File: src/rtl/control_pipe_pkg.sv
// Shared types for the control pipeline: per-stage control payloads,
// their bubble encodings and the ALU operation codes.
package control_pipe_pkg;

  localparam int unsigned ALU_W = 3;

  localparam logic [ALU_W-1:0] ALU_ADD  = 3'b000;
  localparam logic [ALU_W-1:0] ALU_SUB  = 3'b001;
  localparam logic [ALU_W-1:0] ALU_AND  = 3'b010;
  localparam logic [ALU_W-1:0] ALU_OR   = 3'b011;
  localparam logic [ALU_W-1:0] ALU_XOR  = 3'b100;
  localparam logic [ALU_W-1:0] ALU_SLT  = 3'b101;
  localparam logic [ALU_W-1:0] ALU_PASS = 3'b110;
  localparam logic [ALU_W-1:0] ALU_IMM  = 3'b111;

  // Control consumed in EX and carried onward.
  typedef struct packed {
    logic             data2_sel;
    logic [ALU_W-1:0] alu_ctrl;
    logic             reg_we;
    logic             mem_we;
    logic             res_sel;
    logic             out_flag;
  } ctrl_e_t;

  // Control consumed in MEM and carried onward.
  typedef struct packed {
    logic reg_we;
    logic mem_we;
    logic res_sel;
    logic out_flag;
  } ctrl_m_t;

  // Control consumed in WB.
  typedef struct packed {
    logic reg_we;
    logic res_sel;
  } ctrl_w_t;

  localparam ctrl_e_t BUBBLE_E = '0;
  localparam ctrl_m_t BUBBLE_M = '0;
  localparam ctrl_w_t BUBBLE_W = '0;

endpackage

File: src/rtl/control_pipe_if.sv
// Bus between the decode stage / datapath and control_pipe.
//   master: drives the D-stage bundle plus stallIn/flushIn, observes stage control.
//   slave : control_pipe side; drives stallD, E/M/WB control and retiredCount.
interface control_pipe_if
  import control_pipe_pkg::*;
#(
  parameter int unsigned REGADDRWIDTH = 4,
  parameter int unsigned CNTWIDTH     = 16
);

  // D-stage bundle and global controls
  logic                    writeEnableDD;
  logic                    writeDataEnableMD;
  logic                    resultSelectorWBD;
  logic                    data2SelectorED;
  logic [ALU_W-1:0]        aluControlED;
  logic                    outFlag;
  logic                    validD;
  logic [REGADDRWIDTH-1:0] rdD;
  logic [REGADDRWIDTH-1:0] rs1D;
  logic [REGADDRWIDTH-1:0] rs2D;
  logic                    stallIn;
  logic                    flushIn;

  // Hazard stall back to fetch/decode
  logic                    stallD;

  // E stage
  logic                    data2SelectorE;
  logic [ALU_W-1:0]        aluControlE;
  logic                    writeEnableE;
  logic                    writeDataEnableME;
  logic                    resultSelectorWBE;
  logic                    outFlagE;
  logic [REGADDRWIDTH-1:0] rdE;
  logic                    validE;

  // M stage
  logic                    writeEnableM;
  logic                    writeDataEnableM;
  logic                    resultSelectorWBM;
  logic                    outFlagM;
  logic [REGADDRWIDTH-1:0] rdM;
  logic                    validM;

  // WB stage
  logic                    writeEnableW;
  logic                    resultSelectorW;
  logic [REGADDRWIDTH-1:0] rdW;
  logic                    validW;

  logic [CNTWIDTH-1:0]     retiredCount;

  modport master (
    output writeEnableDD, writeDataEnableMD, resultSelectorWBD, data2SelectorED,
           aluControlED, outFlag, validD, rdD, rs1D, rs2D, stallIn, flushIn,
    input  stallD,
           data2SelectorE, aluControlE, writeEnableE, writeDataEnableME,
           resultSelectorWBE, outFlagE, rdE, validE,
           writeEnableM, writeDataEnableM, resultSelectorWBM, outFlagM, rdM, validM,
           writeEnableW, resultSelectorW, rdW, validW, retiredCount
  );

  modport slave (
    input  writeEnableDD, writeDataEnableMD, resultSelectorWBD, data2SelectorED,
           aluControlED, outFlag, validD, rdD, rs1D, rs2D, stallIn, flushIn,
    output stallD,
           data2SelectorE, aluControlE, writeEnableE, writeDataEnableME,
           resultSelectorWBE, outFlagE, rdE, validE,
           writeEnableM, writeDataEnableM, resultSelectorWBM, outFlagM, rdM, validM,
           writeEnableW, resultSelectorW, rdW, validW, retiredCount
  );

endinterface

File: src/rtl/pipe_stage_reg.sv
// Generic pipeline register for one stage payload.
//   clk, rst_n : clock, async active-low reset (loads bubble)
//   en         : 1 = stage advances, 0 = stage holds
//   clr        : with en, load a bubble instead of d
//   d, q       : payload in / registered payload out
// The bubble encoding of every stage payload is all-zero.
module pipe_stage_reg #(
  parameter type T = logic
) (
  input  logic clk,
  input  logic rst_n,
  input  logic en,
  input  logic clr,
  input  T     d,
  output T     q
);

  always_ff @(posedge clk or negedge rst_n) begin
    if (!rst_n) begin
      q <= '0;
    end else if (en) begin
      q <= clr ? '0 : d;
    end
  end

endmodule

File: src/rtl/control_pipe.sv
// Carries the decode-stage control bundle through ID/EX, EX/MEM and MEM/WB,
// applying global stall, branch flush and load-use bubble insertion, and
// counts retired instructions.
//   clk, rst : clock, async active-low reset
//   bus      : control_pipe_if.slave (D bundle in, stallD and E/M/WB control out)
// Build option: HAZARD_DETECT_EN enables load-use hazard detection; without it
// stallD is tied low and rs1D/rs2D are ignored.
module control_pipe
  import control_pipe_pkg::*;
#(
  parameter int unsigned REGADDRWIDTH = 4,
  parameter int unsigned CNTWIDTH     = 16
) (
  input logic           clk,
  input logic           rst,
  control_pipe_if.slave bus
);

  typedef struct packed {
    logic                    valid;
    logic [REGADDRWIDTH-1:0] rd;
    ctrl_e_t                 ctrl;
  } stage_e_t;

  typedef struct packed {
    logic                    valid;
    logic [REGADDRWIDTH-1:0] rd;
    ctrl_m_t                 ctrl;
  } stage_m_t;

  typedef struct packed {
    logic                    valid;
    logic [REGADDRWIDTH-1:0] rd;
    ctrl_w_t                 ctrl;
  } stage_w_t;

  stage_e_t            e_d, e_q;
  stage_m_t            m_d, m_q;
  stage_w_t            w_d, w_q;
  logic                adv_c;
  logic                hazard_c;
  logic                kill_e_c;
  logic [CNTWIDTH-1:0] retired_q;

  assign adv_c = ~bus.stallIn;

  // Load in E whose destination feeds the D instruction: insert one bubble.
`ifdef HAZARD_DETECT_EN
  assign hazard_c = e_q.valid & e_q.ctrl.reg_we & e_q.ctrl.res_sel & bus.validD
                  & ((e_q.rd == bus.rs1D) | (e_q.rd == bus.rs2D));
`else
  logic unused_rs;
  assign unused_rs = ^{bus.rs1D, bus.rs2D};
  assign hazard_c  = 1'b0;
`endif

  assign kill_e_c   = bus.flushIn | hazard_c;
  assign bus.stallD = hazard_c & ~bus.stallIn & ~bus.flushIn;

  // D bundle into E; don't-care bits are masked so no X leaks downstream.
  always_comb begin
    e_d                = '0;
    e_d.ctrl           = BUBBLE_E;
    e_d.valid          = bus.validD;
    e_d.rd             = bus.rdD;
    e_d.ctrl.data2_sel = bus.data2SelectorED & bus.validD;
    e_d.ctrl.alu_ctrl  = bus.aluControlED;
    e_d.ctrl.reg_we    = bus.writeEnableDD;
    e_d.ctrl.mem_we    = bus.writeDataEnableMD;
    e_d.ctrl.res_sel   = bus.resultSelectorWBD & bus.writeEnableDD;
    e_d.ctrl.out_flag  = bus.outFlag;
  end

  // E to M and M to WB: drop control already consumed by the earlier stage.
  always_comb begin
    m_d               = '0;
    m_d.ctrl          = BUBBLE_M;
    m_d.valid         = e_q.valid;
    m_d.rd            = e_q.rd;
    m_d.ctrl.reg_we   = e_q.ctrl.reg_we;
    m_d.ctrl.mem_we   = e_q.ctrl.mem_we;
    m_d.ctrl.res_sel  = e_q.ctrl.res_sel;
    m_d.ctrl.out_flag = e_q.ctrl.out_flag;

    w_d               = '0;
    w_d.ctrl          = BUBBLE_W;
    w_d.valid         = m_q.valid;
    w_d.rd            = m_q.rd;
    w_d.ctrl.reg_we   = m_q.ctrl.reg_we;
    w_d.ctrl.res_sel  = m_q.ctrl.res_sel;
  end

  pipe_stage_reg #(.T(stage_e_t)) u_stage_e (
    .clk   (clk),
    .rst_n (rst),
    .en    (adv_c),
    .clr   (kill_e_c),
    .d     (e_d),
    .q     (e_q)
  );

  pipe_stage_reg #(.T(stage_m_t)) u_stage_m (
    .clk   (clk),
    .rst_n (rst),
    .en    (adv_c),
    .clr   (1'b0),
    .d     (m_d),
    .q     (m_q)
  );

  pipe_stage_reg #(.T(stage_w_t)) u_stage_w (
    .clk   (clk),
    .rst_n (rst),
    .en    (adv_c),
    .clr   (1'b0),
    .d     (w_d),
    .q     (w_q)
  );

  // Retirement counter, wraps naturally.
  always_ff @(posedge clk or negedge rst) begin
    if (!rst) begin
      retired_q <= '0;
    end else if (adv_c && w_q.valid) begin
      retired_q <= retired_q + CNTWIDTH'(1);
    end
  end

  assign bus.data2SelectorE    = e_q.ctrl.data2_sel;
  assign bus.aluControlE       = e_q.ctrl.alu_ctrl;
  assign bus.writeEnableE      = e_q.ctrl.reg_we;
  assign bus.writeDataEnableME = e_q.ctrl.mem_we;
  assign bus.resultSelectorWBE = e_q.ctrl.res_sel;
  assign bus.outFlagE          = e_q.ctrl.out_flag;
  assign bus.rdE               = e_q.rd;
  assign bus.validE            = e_q.valid;

  assign bus.writeEnableM      = m_q.ctrl.reg_we;
  assign bus.writeDataEnableM  = m_q.ctrl.mem_we;
  assign bus.resultSelectorWBM = m_q.ctrl.res_sel;
  assign bus.outFlagM          = m_q.ctrl.out_flag;
  assign bus.rdM               = m_q.rd;
  assign bus.validM            = m_q.valid;

  assign bus.writeEnableW      = w_q.ctrl.reg_we;
  assign bus.resultSelectorW   = w_q.ctrl.res_sel;
  assign bus.rdW               = w_q.rd;
  assign bus.validW            = w_q.valid;

  assign bus.retiredCount      = retired_q;

endmodule

File: src/flat_wrapper.sv
// flat-port wrapper written by rule: the top's interface ports become plain ports
module control_pipe_flat import control_pipe_pkg::*;
#(
  parameter int unsigned REGADDRWIDTH = 4,
  parameter int unsigned CNTWIDTH     = 16
)
  (clk, rst, bus_writeEnableDD, bus_writeDataEnableMD, bus_resultSelectorWBD, bus_data2SelectorED, bus_aluControlED, bus_outFlag, bus_validD, bus_rdD, bus_rs1D, bus_rs2D, bus_stallIn, bus_flushIn, bus_stallD, bus_data2SelectorE, bus_aluControlE, bus_writeEnableE, bus_writeDataEnableME, bus_resultSelectorWBE, bus_outFlagE, bus_rdE, bus_validE, bus_writeEnableM, bus_writeDataEnableM, bus_resultSelectorWBM, bus_outFlagM, bus_rdM, bus_validM, bus_writeEnableW, bus_resultSelectorW, bus_rdW, bus_validW, bus_retiredCount);
  control_pipe_if #(.REGADDRWIDTH(REGADDRWIDTH), .CNTWIDTH(CNTWIDTH)) bus_i ();
  input logic clk;
  input logic rst;
  input wire logic [$bits(bus_i.writeEnableDD)-1:0] bus_writeEnableDD;
  input wire logic [$bits(bus_i.writeDataEnableMD)-1:0] bus_writeDataEnableMD;
  input wire logic [$bits(bus_i.resultSelectorWBD)-1:0] bus_resultSelectorWBD;
  input wire logic [$bits(bus_i.data2SelectorED)-1:0] bus_data2SelectorED;
  input wire logic [$bits(bus_i.aluControlED)-1:0] bus_aluControlED;
  input wire logic [$bits(bus_i.outFlag)-1:0] bus_outFlag;
  input wire logic [$bits(bus_i.validD)-1:0] bus_validD;
  input wire logic [$bits(bus_i.rdD)-1:0] bus_rdD;
  input wire logic [$bits(bus_i.rs1D)-1:0] bus_rs1D;
  input wire logic [$bits(bus_i.rs2D)-1:0] bus_rs2D;
  input wire logic [$bits(bus_i.stallIn)-1:0] bus_stallIn;
  input wire logic [$bits(bus_i.flushIn)-1:0] bus_flushIn;
  output wire logic [$bits(bus_i.stallD)-1:0] bus_stallD;
  output wire logic [$bits(bus_i.data2SelectorE)-1:0] bus_data2SelectorE;
  output wire logic [$bits(bus_i.aluControlE)-1:0] bus_aluControlE;
  output wire logic [$bits(bus_i.writeEnableE)-1:0] bus_writeEnableE;
  output wire logic [$bits(bus_i.writeDataEnableME)-1:0] bus_writeDataEnableME;
  output wire logic [$bits(bus_i.resultSelectorWBE)-1:0] bus_resultSelectorWBE;
  output wire logic [$bits(bus_i.outFlagE)-1:0] bus_outFlagE;
  output wire logic [$bits(bus_i.rdE)-1:0] bus_rdE;
  output wire logic [$bits(bus_i.validE)-1:0] bus_validE;
  output wire logic [$bits(bus_i.writeEnableM)-1:0] bus_writeEnableM;
  output wire logic [$bits(bus_i.writeDataEnableM)-1:0] bus_writeDataEnableM;
  output wire logic [$bits(bus_i.resultSelectorWBM)-1:0] bus_resultSelectorWBM;
  output wire logic [$bits(bus_i.outFlagM)-1:0] bus_outFlagM;
  output wire logic [$bits(bus_i.rdM)-1:0] bus_rdM;
  output wire logic [$bits(bus_i.validM)-1:0] bus_validM;
  output wire logic [$bits(bus_i.writeEnableW)-1:0] bus_writeEnableW;
  output wire logic [$bits(bus_i.resultSelectorW)-1:0] bus_resultSelectorW;
  output wire logic [$bits(bus_i.rdW)-1:0] bus_rdW;
  output wire logic [$bits(bus_i.validW)-1:0] bus_validW;
  output wire logic [$bits(bus_i.retiredCount)-1:0] bus_retiredCount;
  assign bus_i.writeEnableDD = bus_writeEnableDD;
  assign bus_i.writeDataEnableMD = bus_writeDataEnableMD;
  assign bus_i.resultSelectorWBD = bus_resultSelectorWBD;
  assign bus_i.data2SelectorED = bus_data2SelectorED;
  assign bus_i.aluControlED = bus_aluControlED;
  assign bus_i.outFlag = bus_outFlag;
  assign bus_i.validD = bus_validD;
  assign bus_i.rdD = bus_rdD;
  assign bus_i.rs1D = bus_rs1D;
  assign bus_i.rs2D = bus_rs2D;
  assign bus_i.stallIn = bus_stallIn;
  assign bus_i.flushIn = bus_flushIn;
  assign bus_stallD = bus_i.stallD;
  assign bus_data2SelectorE = bus_i.data2SelectorE;
  assign bus_aluControlE = bus_i.aluControlE;
  assign bus_writeEnableE = bus_i.writeEnableE;
  assign bus_writeDataEnableME = bus_i.writeDataEnableME;
  assign bus_resultSelectorWBE = bus_i.resultSelectorWBE;
  assign bus_outFlagE = bus_i.outFlagE;
  assign bus_rdE = bus_i.rdE;
  assign bus_validE = bus_i.validE;
  assign bus_writeEnableM = bus_i.writeEnableM;
  assign bus_writeDataEnableM = bus_i.writeDataEnableM;
  assign bus_resultSelectorWBM = bus_i.resultSelectorWBM;
  assign bus_outFlagM = bus_i.outFlagM;
  assign bus_rdM = bus_i.rdM;
  assign bus_validM = bus_i.validM;
  assign bus_writeEnableW = bus_i.writeEnableW;
  assign bus_resultSelectorW = bus_i.resultSelectorW;
  assign bus_rdW = bus_i.rdW;
  assign bus_validW = bus_i.validW;
  assign bus_retiredCount = bus_i.retiredCount;
  control_pipe #(.REGADDRWIDTH(REGADDRWIDTH), .CNTWIDTH(CNTWIDTH)) u_core (.clk(clk), .rst(rst), .bus(bus_i));
endmodule
File: config.mk
export PLATFORM = sky130hd
export DESIGN_NAME = control_pipe_flat
export DESIGN_NICKNAME = d
export VERILOG_FILES = /design/src/rtl/control_pipe_pkg.sv /design/src/rtl/control_pipe_if.sv /design/src/rtl/pipe_stage_reg.sv /design/src/rtl/control_pipe.sv /design/src/flat_wrapper.sv
export SDC_FILE = /design/constraint.sdc
export NUM_CORES = 1
export LEC_CHECK = 0
export CORE_ASPECT_RATIO = 0.9
export CORE_MARGIN = 2
export CORE_UTILIZATION = 39
export DETAILED_ROUTE_END_ITERATION = 10
export PLACE_DENSITY = 0.75
export SLEW_MARGIN = 0
export SYNTH_ARGS = -nofsm -noshare
export SYNTH_HDL_FRONTEND = slang
export SYNTH_SLANG_ARGS = --single-unit
File: constraint.sdc
create_clock -name clk -period 1.5 [get_ports clk]
set_clock_uncertainty 0.15 [all_clocks]
set_input_delay 0.3 -clock clk [delete_from_list [all_inputs] [get_ports clk]]
set_output_delay 0.3 -clock clk [all_outputs]
set_load 0.1 [all_outputs]
==> results of run 1 <==
## cells by family after synthesis
logic type | share of synthesized area, %
and+or+nand+nor | 16.1
DFF | 60.2
muxes | 10.2
xor gates and xnor gates | 7.02
AOI/OAI and AO/OA | 3.48
buffers and inverters | 2.14
adders and majority gates | 0.669
other | 0.200
## placed cells by master (no fill, tap or decap)
| cell | n |
|---|---|
| dfrtp_2 | 3 |
| and3_1 | 1 |
| dfrtp_1 | 30 |
| clkdlybuf4s50_1 | 14 |
| o21ai_0 | 13 |
| buf_6 | 9 |
| xnor2_1 | 9 |
| nand2_1 | 18 |
| nand4_1 | 3 |
| dlygate4sd3_1 | 1 |
| clkinvlp_4 | 1 |
| buf_2 | 1 |
| nand4b_4 | 1 |
| conb_1 | 1 |
| buf_4 | 23 |
| buf_12 | 46 |
| nor4_4 | 2 |
| nand3_4 | 1 |
| nor2b_2 | 1 |
| nand3b_1 | 1 |
| nand3_2 | 1 |
| clkbuf_1 | 1 |
| ha_4 | 1 |
| nor2_4 | 1 |
| dfrtp_4 | 12 |
| nor2_1 | 2 |
| mux2_2 | 17 |
| nor3_2 | 2 |
| nand2_2 | 1 |
| xor2_1 | 6 |
| nand3_1 | 2 |
| nand2b_1 | 13 |
| dlygate4sd2_1 | 1 |
| clkbuf_8 | 6 |
| or2_1 | 1 |
## critical path, cell delays in order (launching register included)
cell and delay, ns:
dfrtp_4 0.45, ha_4 0.13, nand3b_1 0.15, buf_4 0.19, nor4_4 0.16, nand2_1 0.10, xnor2_1 0.13
## power by group through the flow
stage | clock network [mW] | registers, mW | logic (mW)
3_5_place_dp | 0 | 1.59 | 1.97
4_1_cts | 0.808 | 1.55 | 2.16
2_1_floorplan | 0 | 2.50 | 0.195
5_1_grt | 0.840 | 1.57 | 2.25
3_3_place_gp | 0 | 1.58 | 1.95
6_report | 0.776 | 1.55 | 2.16
## metrics by stage
step | setup WS [ns] | cell area [um^2] | instances | power, mW
after floorplan | -0.214 | 1960 | 150 | 2.70
after global placement | -0.389 | 3210 | 286 | 3.53
after detailed placement | -0.411 | 3210 | 286 | 3.56
after CTS | -0.0560 | 3430 | 305 | 4.52
after global routing | -0.166 | 3470 | 308 | 4.66
final | -0.0633 | 3470 | 308 | 4.48
## layout make-up
| type | count | area [um^2] | area share [%] |
|---|---|---|---|
| Timing Repair Buffer | 95 | 1360 | 39.2 |
| Sequential cell | 45 | 1170 | 33.9 |
| Multi-Input combinational cell | 98 | 762 | 22.0 |
| Clock buffer | 7 | 86.3 | 2.49 |
| Tap cell | 62 | 77.6 | 2.24 |
| Clock inverter | 1 | 7.51 | 0.217 |
## final timing paths
path                            slack, ns  cells past startpoint                           to
worst min register to register       0.37                      1  u_core.bus.retiredCount[13]
worst min-delay path                 0.36                      3        u_core.u_stage_w.q[6]
worst max register to register      -0.06                      6  u_core.bus.retiredCount[14]
min in group clk                     0.36                      2        u_core.u_stage_w.q[6]
max in group asynchronous            0.61                      3   u_core.bus.retiredCount[1]
worst max-delay path                -0.06                      6  u_core.bus.retiredCount[14]
## metal layers
layer / part of all wire [%] / up-vias / track usage, %
met5: 0 / - / 0
met4: 1.3 / 0 / 5.95
met3: 9.5 / 6 / 8.07
met2: 49 / 55 / 28.8
met1: 40 / 669 / 20.7
li1: - / 693 / -
## state kept, by name, summed over array words and instances (netlist names)
name and cells:
u_core.bus.retiredCount 16, u_core.u_stage_e.q 13, u_core.u_stage_m.q 9, u_core.u_stage_w.q 7
## repair_timing
| action | 4_1_cts | 5_1_grt |
|---|---|---|
| hold buffers | 1 | 0 |
| pin swaps | 5 | 6 |
| setup endpoints to repair | 35 | 17 |
| endpoints found under the hold margin | 45 | 0 |
| gates resized for setup | 11 | 3 |
| setup buffers | 13 | 4 |
| cloned | 0 | 0 |
==> impl_metrics.yaml, run 1 <==
worst_setup_path:
  r2r-start: "u_core.bus.retiredCount[0]"
  startpoint: "u_core.bus.retiredCount[0]"
  critical_path_required_ns: 1.54
  cp.arrival_ns: 1.60
  crit_fanout: 4
  worstSetupPathType: "flip-flop to flip-flop"
  worst_setup_path_end_kind: "flip-flop"
  worst_setup_path_start_kind: "flip-flop"
die:
  coreArea_mm2: 0.00455
  dieArea_mm2: 0.00537
  die_w_um: 77
  io_pins: 71
  initial_utilization_pct: 41.1
  die_y_um: 69.7
  rows: 23
clock_network:
  clk_pin_slew_ns: 0.09
  ctsRootBufferMaster: "clkbuf_8"
  cts_max_level: 2
  cts_tree: "yes"
  cts_buffers: 5
  cts_buffer_depth: 2
  clock_sinks: 45
  insertion_delay_ns: 0.30
logic_synthesis:
  yosysTopAreaCellShare_pct: 60.2
  avgSynthCellArea_um2: 12.5
  yosysWarnings: 0
  yosysTopAreaCell: "dfrtp_1"
  syn_inst: 150
  synth.distinct_cells: 26
  synth_seq_cells: 45
  synth_area_leaders: "dfrtp_1 (60%), mux2_2 (10%), nand2b_1 (4.3%)"
  yosysMostFrequentCell: "dfrtp_1"
  ys_async_sr_fraction_pct: 100
  ys_top_cells_by_count: "dfrtp_1 (45), nand2_1 (19), mux2_2 (17), nand2b_1 (13), o21ai_0 (13)"
  synth_fp_nets: 176
  synth_area_mm2: 0.00187
  synth-edff-count: 0
  ys.flop_type: "dfrtp_1"
  seq_area_frac_synth_pct: 60.2
power_and_ir_drop:
  switching_share_pct: 41.3
  p_seq_share_pct: 34.5
  power.share.combinational_pct: 48.2
  power.switching_mw: 1.85
  power.density_mw_per_mm2: 1290
  leakagePower_nw: 1.54
  p_clk_share_pct: 17.3
  ir_drop_mv: 1.12
  intPower_mw: 2.63
routing:
  drtIter0Drc: 49
  drc_errors: 0
  routed_wirelength_um: 4120
  drtAntennaViolNets: 0
  viasPerCell: 4.62
  num_vias: 1423
  firstDrtPassIters: 4
  wl_per_cell_um: 13.4
global_routing:
  grt_pass1_wl_um: 7390
  grt_use_total_pct: 17.7
  grt_max_degree: 46
  antenna_found_initial: 0
  grt_pass1_vias: 1543
  overflow: 0
min_path:
  hold_path.class: "primary input to asynchronous set/reset pin"
status:
  violations: "setup timing"
  outcome: "finished with violations"
sta:
  finalHoldViolCount: 0
  rsz0062_at_grt: "true"
  final.setup.tns_ns: -0.424
  min_period_ns: 1.56
  timing.fmax_mhz: 640
  holdWs_ns: 0.357
  report.final.slew_viol_count: 0
  layout_setup_ws_ns: -0.0633
  final-setup-viol-count: 14
  final.period_utilization_pct: 104
layout:
  fillers: 312
  final_nets: 271
  syn_to_final_growth_pct: 85.4
  antenna_cells: 0
  final_core_util_pct: 76.3
  layout-drive-gt1-share_pct: 52.4
placed_design:
  gp_congestion: 0.759
  port_buffers: 61
  hpwlAfterDp_um: 2980
job:
  drv_cap: 0
Power figures use the tool's default switching activity.
==> run 2: changes to the inputs <==
CORE_ASPECT_RATIO = not set   (was 0.9)
CORE_UTILIZATION = 43   (was 39)
PLACE_DENSITY = 0.78   (was 0.75)
clock period = 1.7 ns   (was 1.5 ns; I/O delays follow)
==> impl_metrics.yaml, run 2 (synthesis gave the netlist of run 1 again) <==
status:
  outcome: "completed"
routing:
  num_vias: 1351
  firstDrtPassIters: 4
  drtAntennaViolNets: 0
  drtIter0Drc: 91
  wl_per_cell_um: 14.5
  routed_wirelength_um: 3950
  drc_errors: 0
  viasPerCell: 4.95
global_routing:
  grt_use_total_pct: 17.4
  grt_pass1_wl_um: 6670
  overflow: 0
  grt_pass1_vias: 1407
  grt_max_degree: 25
  antenna_found_initial: 0
worst_setup_path:
  worst_setup_path_start_kind: "flip-flop"
  critical_path_required_ns: 1.73
  cp.arrival_ns: 1.61
  worstSetupPathType: "flip-flop to flip-flop"
  worst_setup_path_end_kind: "flip-flop"
  crit_fanout: 5
sta:
  rsz0062_at_grt: "false"
  holdWs_ns: 0.328
  timing.fmax_mhz: 634
  final-setup-viol-count: 0
  report.final.slew_viol_count: 0
  finalHoldViolCount: 0
  final.period_utilization_pct: 92.8
  layout_setup_ws_ns: 0.123
  min_period_ns: 1.58
power_and_ir_drop:
  power.density_mw_per_mm2: 1140
  p_clk_share_pct: 17.5
  switching_share_pct: 43.0
  intPower_mw: 2.09
  leakagePower_nw: 1.41
  p_seq_share_pct: 38.8
  ir_drop_mv: 0.896
  power.share.combinational_pct: 43.7
  power.switching_mw: 1.58
clock_network:
  cts_buffer_depth: 2
  clk_pin_slew_ns: 0.09
  cts_buffers: 5
  cts_tree: "yes"
  cts_setup_buffers: 0
  insertion_delay_ns: 0.30
  cts_max_level: 2
  clock_sinks: 45
  ctsRootBufferMaster: "clkbuf_8"
min_path:
  hold_path.class: "primary input to asynchronous set/reset pin"
layout:
  fillers: 243
  fin_area_mm2: 0.00322
  final_common_cell: "buf_12"
  layout_common_cells: "buf_12 (48), dfrtp_1 (30), nand2_1 (18)"
  final_cell_count_no_fill: 273
  layout-drive-gt1-share_pct: 45.7
  final_nets: 248
  syn_to_final_growth_pct: 72.3
  antenna_cells: 0
  largest_reg_flops: 16
die:
  dieArea_mm2: 0.00489
  die_y_um: 70.0
  die_w_um: 70.0
  coreArea_mm2: 0.00409
  io_pins: 71
  initial_utilization_pct: 45.8
  rows: 23
placed_design:
  port_buffers: 61
  hpwlAfterDp_um: 3120
  postPlaceCellArea_mm2: 0.00312
  gp_congestion: 0.772
  pre_cts_ws_ns: -0.158
  dp_cells: 264
job:
  drv_cap: 0
## run 2: worst max-delay path: stages, from the launching register on
cell and delay, ns:
dfrtp_4 0.53, ha_1 0.21, nand3b_1 0.13, buf_4 0.14
nor2_1 0.05, buf_4 0.13, xor2_1 0.13
## run 2: metal layers
layer / routed length, um / GRT usage (%) / up-vias
met4: 67 / 7.05 / 0
met3: 395 / 6.20 / 7
met2: 1960 / 29.1 / 63
met1: 1520 / 20.3 / 643
met5: 0 / 0 / -
li1: - / - / 638
## run 2: repair_timing
action	in CTS	in global routing
hold endpoints to repair	11	0
setup endpoints to repair	0	2
hold buffers	1	0
gates resized for setup	0	1
## run 2: power by group through the flow
stage | Clock, mW | Sequential [mW] | Combinational (mW)
final | 0.640 | 1.42 | 1.60
after floorplan | 0 | 2.20 | 0.165
after global placement | 0 | 1.43 | 1.59
after global routing | 0.699 | 1.45 | 1.65
after CTS | 0.662 | 1.43 | 1.62
after detailed placement | 0 | 1.45 | 1.61
## run 2: final timing paths
path	cells past startpoint	startpoint	slack (ns)	endpoint
setup / recovery	6	u_core.bus.retiredCount[0]	0.12	u_core.bus.retiredCount[4]
hold / removal	2	rst	0.33	u_core.u_stage_e.q[12]
setup reg to reg	6	u_core.bus.retiredCount[0]	0.12	u_core.bus.retiredCount[4]
hold reg to reg	1	u_core.bus.retiredCount[13]	0.38	u_core.bus.retiredCount[13]
max in group asynchronous	3	rst	0.56	u_core.bus.retiredCount[4]
min in group clk	1	u_core.bus.retiredCount[13]	0.38	u_core.bus.retiredCount[13]
## run 2: cell type report
| class | count | area, um^2 | area share, % |
|---|---|---|---|
| tap | 50 | 62.6 | 1.94 |
| sequential | 45 | 1170 | 36.5 |
| timing repair buffer | 72 | 1180 | 36.6 |
| clock inverter | 3 | 17.5 | 0.543 |
| clock buffer | 5 | 68.8 | 2.14 |
| multi-input combinational | 98 | 721 | 22.4 |
## run 2: through the flow
stage	setup TNS, ns	util [%]	total power [mW]
finish	0	78.9	3.67
detailed placement	-2.16	76.4	3.06
global route	0	78.9	3.80
floorplan	-0.120	-	2.36
global placement	-1.67	76.4	3.03
CTS	0	78.7	3.71
